--- src/rtl/uart_parity_engine.sv ---
// Serial parity generator/checker shared by the UART TX and RX datapaths.
// Accumulates parity over LSB-first data bits and checks a received parity bit.
module uart_parity_engine #(
  parameter int DATA_W = 8,
  parameter int IDX_W  = 4
) (
  input  logic             clk,
  input  logic             rst,
  input  logic             start,
  input  logic [2:0]       mode,
  input  logic [3:0]       data_len,
  input  logic             bit_valid,
  input  logic             bit_in,
  input  logic             par_valid,
  input  logic             par_in,
  input  logic             clr_err,
  output logic             parity_out,
  output logic             parity_ready,
  output logic             busy,
  output logic [IDX_W-1:0] bit_idx,
  output logic             parity_err,
  output logic             err_sticky
);

  typedef enum logic [1:0] {IDLE, ACCUM, READY} state_t;

  state_t           state;
  logic [2:0]       mode_q;
  logic [IDX_W-1:0] len_q;
  logic [IDX_W-1:0] len_clamped;
  logic [IDX_W-1:0] idx_next;
  logic             acc;
  logic             acc_next;
  logic             par_calc;
  logic             checking;

  // Frame length is forced into the legal 5..DATA_W window when sampled.
  always_comb begin
    len_clamped = IDX_W'(data_len);
    if (int'(data_len) < 5)
      len_clamped = IDX_W'(5);
    else if (int'(data_len) > DATA_W)
      len_clamped = IDX_W'(DATA_W);
  end

  // Parity value as it will stand once the current bit is folded in.
  always_comb begin
    acc_next = acc ^ bit_in;
    idx_next = bit_idx + IDX_W'(1);
    checking = (mode_q >= 3'd1) && (mode_q <= 3'd4);
    case (mode_q)
      3'b001:  par_calc = acc_next;
      3'b010:  par_calc = ~acc_next;
      3'b011:  par_calc = 1'b1;
      default: par_calc = 1'b0;
    endcase
  end

  always_ff @(posedge clk or posedge rst) begin
    if (rst) begin
      state        <= IDLE;
      mode_q       <= 3'b000;
      len_q        <= IDX_W'(5);
      acc          <= 1'b0;
      bit_idx      <= '0;
      parity_out   <= 1'b0;
      parity_ready <= 1'b0;
      busy         <= 1'b0;
      parity_err   <= 1'b0;
      err_sticky   <= 1'b0;
    end else begin
      parity_err <= 1'b0;
      // A later set in this block overrides the clear.
      if (clr_err)
        err_sticky <= 1'b0;
      if (start) begin
        state        <= ACCUM;
        mode_q       <= mode;
        len_q        <= len_clamped;
        acc          <= 1'b0;
        bit_idx      <= '0;
        parity_out   <= 1'b0;
        parity_ready <= 1'b0;
        busy         <= 1'b1;
      end else begin
        case (state)
          ACCUM: begin
            if (bit_valid) begin
              acc     <= acc_next;
              bit_idx <= idx_next;
              if (idx_next == len_q) begin
                state        <= READY;
                busy         <= 1'b0;
                parity_ready <= 1'b1;
                parity_out   <= par_calc;
              end
            end
          end
          READY: begin
            if (par_valid) begin
              state        <= IDLE;
              parity_ready <= 1'b0;
              if (checking && (par_in != parity_out)) begin
                parity_err <= 1'b1;
                err_sticky <= 1'b1;
              end
            end
          end
          default: begin
          end
        endcase
      end
    end
  end

endmodule
--- config.mk ---
export PLATFORM = sky130hd
export DESIGN_NAME = uart_parity_engine
export DESIGN_NICKNAME = d
export VERILOG_FILES = /design/src/rtl/uart_parity_engine.sv
export SDC_FILE = /design/constraint.sdc
export NUM_CORES = 1
export LEC_CHECK = 0
export ABC_AREA = 1
export CORE_ASPECT_RATIO = 1.4
export CORE_MARGIN = 5
export CORE_UTILIZATION = 45
export CTS_CLUSTER_SIZE = 16
export DETAILED_ROUTE_END_ITERATION = 16
export PLACE_DENSITY_LB_ADDON = 0.12
export SETUP_SLACK_MARGIN = 0.2
export SLEW_MARGIN = 20
export SYNTH_ARGS = -nofsm -noshare
export SYNTH_HDL_FRONTEND = slang
export SYNTH_SLANG_ARGS = --single-unit
--- constraint.sdc ---
create_clock -name clk -period 2.4 [get_ports clk]
set_input_delay 0.48 -clock clk [delete_from_list [all_inputs] [get_ports clk]]
set_output_delay 0.48 -clock clk [all_outputs]
set_load 0.1 [all_outputs]
==> results.py, run 1 <==
metrics = {
    "timing": {
        "maxSlewHeadroom": 0.544,
        "timing.fmax_mhz": 599,
        "fin_ws_ns": 0.730,
        "finalClockSkew_ns": 0.00332,
        "finalSetupTns_ns": 0,
        "period_share": 0.696,
        "rsz0062_at_grt": "no",
        "period_needed_ns": 1.67,
        "worst_pin_slew_ns": 0.684,
        "final-max-slew-violation-count": 0,
        "hold_violations": 0,
        "setup_viol": 0,
    },
    "synth": {
        "synth_nets": 130,
        "postSynthCellCount": 114,
        "ys_seq_area_frac": 0.501,
        "ys_warn_count": 0,
        "synth_area_per_cell_um2": 7.94,
        "ys_seq_elements": 18,
        "synth_area_um2": 905,
        "yosysUniqueCellTypes": 20,
    },
    "pwr": {
        "intPower_uw": 469,
        "power_density_nw_per_um2": 581,
        "power.switching_uw": 208,
        "p_sw_frac": 0.308,
        "leakage_nw": 0.568,
        "p_comb_frac": 0.226,
        "vdd_drop_max_v": 0.000487,
        "seqPwrFrac": 0.502,
        "clkPwrFrac": 0.272,
    },
    "floorplanning": {
        "ios": 24,
        "die_w_um": 47.9,
        "row_count": 19,
        "start_util": 0.464,
        "die_area_um2": 3020,
        "coreArea_um2": 1950,
        "die_y_um": 63.1,
    },
    "finish": {
        "stdcell_count": 160,
        "multiInputGateArea_um2": 378,
        "fillers": 190,
        "final_cell_mix": "nand2_1, inv_1, dfrtp_1",
        "nets": 156,
        "final_common_cell": "nand2_1",
        "drive_gt1_frac": 0.144,
        "seqCellArea_um2": 453,
        "syn2layout_area_growth_pct": 28.8,
        "final_area_um2": 1160,
        "antenna_cells": 0,
        "final_core_util": 0.598,
    },
    "critical_path": {
        "crit_path_end_kind": "register",
        "critPathKind": "in2reg",
        "crit_required_ns": 2.61,
        "crit_family": "buffers and inverters",
        "crit_fanout": 14,
        "max_stage_delay_ns": 0.65,
        "worst_path_max_delay_cell": "clkdlybuf4s50_1",
        "crit_path_cell_trace": "clkdlybuf4s50_1, inv_1, nor2_1, o21ai_0, o21ai_0",
        "arrival_ns": 1.88,
        "path_buf_inv": 2,
        "startpoint_type": "input port",
        "timing.critical_path.mode_cell": "o21ai_0",
    },
    "clock_tree": {
        "ctsResizeCount": 0,
        "cts-root-buf": "clkbuf_4",
        "clockBufferDepth": 2,
        "clkTransAtPathRegs_ns": 0.10,
        "clk_latency_ns": 0.28,
        "cts_made_buffers": 3,
        "cts_tree": "done",
        "cts_htree_levels": 1,
        "post_cts_buffers": 0,
        "cts.sinks": 18,
        "hold_buffers": 0,
    },
    "placement": {
        "place_hpwl_um": 1530,
        "place_area_um2": 1130,
        "placedCellCount": 156,
        "place.gp.congestion": 0.860,
        "io_buffers": 23,
        "dp_slack_ns": 0.393,
    },
    "detailed_routing": {
        "drt-vias-per-instance": 4.99,
        "wl_um": 1940,
        "drc": 0,
        "wl_per_cell_um": 12.1,
        "detail_route.iter0.violations": 12,
        "ant_nets": 0,
        "dr.pass1.iters": 4,
        "vias": 799,
    },
    "global_routing": {
        "antenna_found_initial": 0,
        "grt_pass1_wl_um": 3200,
        "grt_start_max_net_pins": 19,
        "overflow": 0,
        "grt_pass1_vias": 768,
        "grtUsageTotal": 0.143,
    },
    "flow_run": {
        "drv_cap": 0,
    },
    "outcome": {
        "outcome": "complete, no violations",
    },
    "worst_hold_path": {
        "hold_class": "reg2reg",
    },
}
## per-layer routing
layer / vias up / global-route usage / part of all wire
met5: - / 0 / 0
met4: 0 / 0.0606 / 0.0088
met3: 2 / 0.0256 / 0.057
met2: 20 / 0.222 / 0.51
met1: 361 / 0.186 / 0.42
li1: 416 / - / -
## cells in the mapped netlist
master | count | share of area
nor2_1 | 10 | 0.041
o211ai_1 | 1 | 0.0083
nand2_2 | 1 | 0.0069
ha_1 | 1 | 0.014
nand3_2 | 1 | 0.011
dfstp_2 | 2 | 0.058
nor2_2 | 1 | 0.0069
a21oi_1 | 2 | 0.011
nand4_1 | 3 | 0.021
inv_2 | 1 | 0.0041
inv_1 | 16 | 0.066
dfrtp_1 | 16 | 0.44
xnor2_1 | 1 | 0.0097
buf_2 | 2 | 0.011
nand2_1 | 29 | 0.12
o22ai_1 | 4 | 0.028
a21oi_2 | 1 | 0.0097
nand3_1 | 12 | 0.066
o21ai_0 | 8 | 0.044
xor2_1 | 2 | 0.019
## cell type report
cell class                      instances  area share
Tap cell                               21      0.0226
Sequential cell                        18       0.389
Inverter                               17      0.0548
Timing Repair Buffer                   23       0.178
Multi-Input combinational cell         77       0.324
Clock buffer                            4      0.0311
## final timing paths
path | startpoint | end | slack (ns) | cells past startpoint
hold reg to reg | busy | busy | 0.48 | 2
setup reg to reg | bit_idx[0] | state[0] | 0.85 | 8
max in group asynchronous | rst | bit_idx[2] | 1.38 | 2
hold / removal | busy | busy | 0.48 | 2
setup / recovery | start | len_q[0] | 0.73 | 5
min in group asynchronous | rst | mode_q[2] | 0.59 | 2
## sequential cells by signal, indices dropped and copies added, names as in the netlist
signal	cells
state	1
len_q	4
err_sticky	1
busy	1
bit_idx	4
acc	1
parity_err	1
mode_q	3
parity_ready	1
parity_out	1
## tightest hold or removal path, cell delays in order (launching register included)
cell and delay (ns):
dfrtp_1 0.36, nand2_1 0.05, nand2_1 0.05
## per-stage QoR
stage | hold WS [ns] | power [mW]
after floorplan | 0.417 | 0.449
after global placement | 0.461 | 0.497
after detailed placement | 0.462 | 0.500
after CTS | 0.489 | 0.687
after global routing | 0.511 | 0.715
final | 0.484 | 0.677
## kinds of logic after synthesis
| kind of cell | synth area share |
|---|---|
| xor gates and xnor gates | 0.0291 |
| adders and majority gates | 0.0138 |
| buffers and inverters | 0.0816 |
| and+or+nand+nor | 0.274 |
| DFF | 0.501 |
| AOI/OAI and AO/OA | 0.101 |
## power by group through the flow
stage	registers (mW)	clock network [mW]	logic [mW]
after CTS	0.340	0.192	0.155
after floorplan	0.384	0	0.0643
after global placement	0.345	0	0.153
after global routing	0.343	0.204	0.168
after detailed placement	0.346	0	0.155
final	0.340	0.184	0.153
Power figures use the tool's default switching activity.
==> run 2, diff against run 1 <==
--- a/config.mk
+++ b/config.mk
@@ -8,7 +8,7 @@
 export ABC_AREA = 1
 export CORE_ASPECT_RATIO = 1.4
 export CORE_MARGIN = 5
-export CORE_UTILIZATION = 45
+export CORE_UTILIZATION = 42
 export CTS_CLUSTER_SIZE = 16
 export DETAILED_ROUTE_END_ITERATION = 16
 export PLACE_DENSITY_LB_ADDON = 0.12
==> constraint.sdc (replaced) <==
create_clock -name clk -period 1.5 [get_ports clk]
set_input_delay 0.3 -clock clk [delete_from_list [all_inputs] [get_ports clk]]
set_output_delay 0.3 -clock clk [all_outputs]
set_load 0.1 [all_outputs]
==> results.py, run 2 (synthesized netlist as in run 1, its figures left out) <==
metrics = {
    "detailed_routing": {
        "wl_um": 2150,
        "drc": 0,
        "wl_per_cell_um": 12.6,
        "dr.pass1.iters": 4,
        "detail_route.iter0.violations": 17,
        "drt-vias-per-instance": 5.06,
        "vias": 866,
        "ant_nets": 0,
    },
    "floorplanning": {
        "start_util": 0.425,
        "row_count": 20,
        "die_w_um": 49.2,
        "ios": 24,
        "coreArea_um2": 2130,
        "die_area_um2": 3200,
        "die_y_um": 64.9,
    },
    "clock_tree": {
        "cts_tree": "done",
        "clockBufferDepth": 2,
        "cts-root-buf": "clkbuf_4",
        "cts_made_buffers": 3,
        "cts_htree_levels": 1,
        "clkTransAtPathRegs_ns": 0.10,
        "cts.sinks": 18,
        "hold_buffers": 0,
        "clk_latency_ns": 0.30,
    },
    "timing": {
        "worst_pin_slew_ns": 0.224,
        "fin_worst_hold_slack_ns": 0.306,
        "timing.fmax_mhz": 656,
        "fin_ws_ns": -0.0233,
        "period_share": 1.02,
        "final-max-slew-violation-count": 0,
        "setup_viol": 1,
        "finalClockSkew_ns": 0.00390,
        "period_needed_ns": 1.52,
        "maxSlewHeadroom": 0.849,
        "hold_violations": 0,
        "rsz0062_at_grt": "yes",
    },
    "pwr": {
        "p_comb_frac": 0.287,
        "power.switching_uw": 361,
        "p_sw_frac": 0.321,
        "power_mw": 1.12,
        "leakage_nw": 0.632,
        "intPower_uw": 764,
        "power_density_nw_per_um2": 802,
        "vdd_drop_max_v": 0.000609,
        "seqPwrFrac": 0.486,
        "clkPwrFrac": 0.227,
    },
    "worst_hold_path": {
        "hold_class": "in2async",
    },
    "placement": {
        "place_hpwl_um": 1770,
        "io_buffers": 23,
        "place.gp.congestion": 0.846,
    },
    "critical_path": {
        "crit_fanout": 5,
        "worst_r2r_path_depth": 8,
        "crit_required_ns": 1.20,
        "critPathKind": "reg2out",
        "r2r-start": "bit_idx[0]",
        "r2r_end": "state[0]",
        "arrival_ns": 1.22,
        "startpoint_type": "register",
        "crit_path_end_kind": "primary output",
        "r2r_slack_ns": 0.01,
    },
    "global_routing": {
        "grt_pass1_wl_um": 3780,
        "antenna_found_initial": 0,
        "grt_start_max_net_pins": 19,
        "overflow": 0,
        "grtUsageTotal": 0.156,
        "grt_pass1_vias": 867,
    },
    "finish": {
        "nets": 166,
        "multiInputGateArea_um2": 418,
        "antenna_cells": 0,
        "drive_gt1_frac": 0.282,
        "largest_registers": "bit_idx (4), len_q (4), mode_q (3)",
        "final_cell_mix": "nand2_1, inv_1, clkdlybuf4s50_1",
        "seqCellArea_um2": 468,
        "final_common_cell": "nand2_1",
        "syn2layout_area_growth_pct": 55.0,
        "fillers": 194,
    },
    "outcome": {
        "outcome": "finished with violations",
        "violations": "negative setup slack",
    },
    "flow_run": {
        "drv_cap": 0,
    },
}
[run 2: stage by stage]
step	TNS (ns)	cells	worst slack, ns	instance area, um2	util
final	-0.0233	171	-0.0233	1400	0.659
after CTS	0	170	0.0112	1370	0.645
after global placement	0	166	0.0277	1340	0.630
after floorplan	-0.231	114	-0.0803	935	-
after detailed placement	-0.00491	166	-0.00491	1340	0.630
after global routing	-0.396	171	-0.105	1400	0.659
[run 2: per-layer routing]
metal	vias up	wire, um	share of wire	track usage
met2	22	1170	0.54	0.274
met4	0	87	0.040	0.104
met3	9	84	0.039	0.0322
li1	438	-	-	-
met1	397	812	0.38	0.164
met5	-	0	0	0
[run 2: worst max path at each step]
| stage | slack (ns) | to | from | cells after the start |
|---|---|---|---|---|
| 5_1_grt | -0.10 | state[0] | bit_idx[1] | 8 |
| 3_5_place_dp | -0.005 | err_sticky | start | 5 |
| 6_report | -0.02 | bit_idx[1] | bit_idx[1] | 3 |
| 2_1_floorplan | -0.08 | state[0] | bit_idx[0] | 8 |
| 4_1_cts | 0.01 | parity_out | bit_idx[1] | 8 |
| 3_3_place_gp | 0.03 | acc | bit_valid | 5 |
[run 2: final cells by class]
cell class	count	share of cell area
multi-input combinational	77	0.298
inverter	17	0.0455
timing repair buffer	33	0.285
sequential	18	0.334
clock buffer	4	0.0187
tap	22	0.0196
[run 2: power by group through the flow]
stage	combinational (mW)	clock [mW]	sequential [mW]
after global routing	0.349	0.301	0.552
after CTS	0.311	0.264	0.547
after global placement	0.306	0	0.555
after detailed placement	0.308	0	0.557
final	0.322	0.255	0.547
after floorplan	0.106	0	0.622
[run 2: timing repair]
item / 4_1_cts / 5_1_grt
endpoints found under the setup margin: 6 / 11
resized for setup: 1 / 7
pin swaps: 2 / 3
buffers inserted: 0 / 1
[run 2: critical path: stages, from the launching register on]
cell	delay (ns)
dfrtp_4	0.50
buf_4	0.14
buf_6	0.12
buf_12	0.16
==> run 3, diff against run 2 <==
--- a/config.mk
+++ b/config.mk
@@ -17,3 +17,4 @@
 export SYNTH_ARGS = -nofsm -noshare
 export SYNTH_HDL_FRONTEND = slang
 export SYNTH_SLANG_ARGS = --single-unit
+export TNS_END_PERCENT = 30
==> results.py, run 3 (synthesized netlist as in run 1, its figures left out) <==
metrics = {
    "detailed_routing": {
        "wl_per_cell_um": 13.3,
        "top_layer": "met4",
        "wl_met2_um": 1250,
        "dr.pass1.iters": 4,
        "drc": 0,
        "ant_nets": 0,
        "wl_um": 2270,
        "drt-vias-per-instance": 5.19,
        "vias": 887,
        "route.met3.wl_um": 82,
        "detail_route.iter0.violations": 17,
        "met1_length_um": 836,
    },
    "timing": {
        "finalSetupTns_ns": -0.00683,
        "final-max-slew-violation-count": 0,
        "maxSlewHeadroom": 0.823,
        "setup_viol": 1,
        "rsz0062_at_grt": "yes",
        "period_needed_ns": 1.51,
        "timing.fmax_mhz": 664,
        "fin_ws_ns": -0.00683,
        "fin_worst_hold_slack_ns": 0.306,
        "period_share": 1.00,
        "finalClockSkew_ns": 0.00477,
        "worst_pin_slew_ns": 0.263,
        "hold_violations": 0,
    },
    "critical_path": {
        "critPathKind": "reg2reg",
        "crit_path_end_kind": "register",
        "arrival_ns": 1.75,
        "worst_r2r_path_depth": 9,
        "crit_fanout": 3,
        "crit_required_ns": 1.74,
        "r2r_end": "parity_out",
        "r2r_slack_ns": -0.007,
        "r2r-start": "bit_idx[1]",
        "startpoint_type": "register",
    },
    "finish": {
        "largest_registers": "bit_idx (4), len_q (4), mode_q (3)",
        "final_common_cell": "nand2_1",
        "syn2layout_area_growth_pct": 53.8,
        "final_cell_mix": "nand2_1, inv_1, clkdlybuf4s50_1",
        "drive_gt1_frac": 0.262,
        "final_core_util": 0.654,
        "final_area_um2": 1390,
        "nets": 166,
        "antenna_cells": 0,
    },
    "placement": {
        "place_hpwl_um": 1840,
        "io_buffers": 23,
        "place_area_um2": 1340,
        "place.gp.congestion": 0.884,
    },
    "global_routing": {
        "grt_start_max_net_pins": 19,
        "grt_pass1_wl_um": 3820,
        "grtUsageTotal": 0.155,
        "grt_pass1_vias": 880,
        "antenna_found_initial": 0,
        "overflow": 0,
    },
    "pwr": {
        "p_comb_frac": 0.272,
        "vdd_drop_max_v": 0.000722,
        "power_density_nw_per_um2": 839,
        "p_sw_frac": 0.311,
        "leakage_nw": 0.635,
        "seqPwrFrac": 0.467,
        "clkPwrFrac": 0.261,
        "power_mw": 1.17,
        "intPower_uw": 804,
        "power.switching_uw": 363,
    },
    "clock_tree": {
        "cts_htree_levels": 1,
        "cts_made_buffers": 3,
        "clk_latency_ns": 0.30,
        "clockBufferDepth": 2,
        "cts_tree": "done",
        "hold_buffers": 0,
        "cts-root-buf": "clkbuf_4",
        "cts.sinks": 18,
        "clkTransAtPathRegs_ns": 0.11,
    },
    "outcome": {
        "violations": "negative setup slack",
        "outcome": "finished with violations",
    },
    "floorplanning": {
        "ios": 24,
        "die_w_um": 49.2,
        "die_y_um": 64.9,
        "coreArea_um2": 2130,
        "die_area_um2": 3200,
        "start_util": 0.425,
        "row_count": 20,
    },
    "flow_run": {
        "drv_cap": 0,
    },
    "worst_hold_path": {
        "hold_class": "in2async",
    },
}
==> run 3: timing repair <==
action | in CTS | in global routing
endpoints found under the setup margin | 9 | 13
resized for setup | 0 | 4
buffers inserted | 0 | 0
pin swaps | 0 | 4
==> run 3: area by class of cell <==
| cell class | count | area (um2) |
|---|---|---|
| fill | 182 | 736 |
| inverter | 17 | 63.8 |
| tap | 22 | 27.5 |
| clock buffer | 4 | 36.3 |
| timing repair buffer | 33 | 399 |
| sequential | 18 | 464 |
| multi-input combinational | 77 | 400 |
==> run 3: stage by stage <==
step,instances,worst slack [ns]
final,171,-0.00683
after global routing,171,-0.107
after CTS,171,0.00752
after detailed placement,167,-0.0676
after global placement,167,-0.0790
after floorplan,114,-0.0804
==> run 3: power groups by stage <==
stage               sequential (mW)  combinational [mW]  clock [mW]
floorplan                     0.621               0.105           0
global placement              0.554               0.309           0
detailed placement            0.555               0.312           0
CTS                           0.546               0.314       0.314
global route                  0.550               0.342       0.330
finish                        0.545               0.317       0.304
==> run 3: critical path: stages (launching register included) <==
cell and delay (ns):
dfrtp_4 0.51, ha_4 0.28, nor2_2 0.04, nor2_1 0.08, nand3_1 0.09, nor2_2 0.14
nand3_2 0.12, nand2_1 0.08, nand2_1 0.05, nand2_1 0.05
==> run 3: worst max path at each step <==
stage / startpoint / endpoint / slack [ns] / cells past startpoint
CTS: bit_idx[0] / state[0] / 0.008 / 8
detailed placement: bit_valid / acc / -0.07 / 5
global route: bit_idx[0] / state[0] / -0.11 / 8
finish: bit_idx[1] / parity_out / -0.007 / 9
floorplan: bit_idx[0] / state[0] / -0.08 / 8
global placement: bit_valid / acc / -0.08 / 5
==> run 3: layer usage <==
metal  GRT usage  vias up
li1            -      437
met1       0.151      416
met2       0.295       23
met3      0.0230       11
met4      0.0943        0
met5           0        -
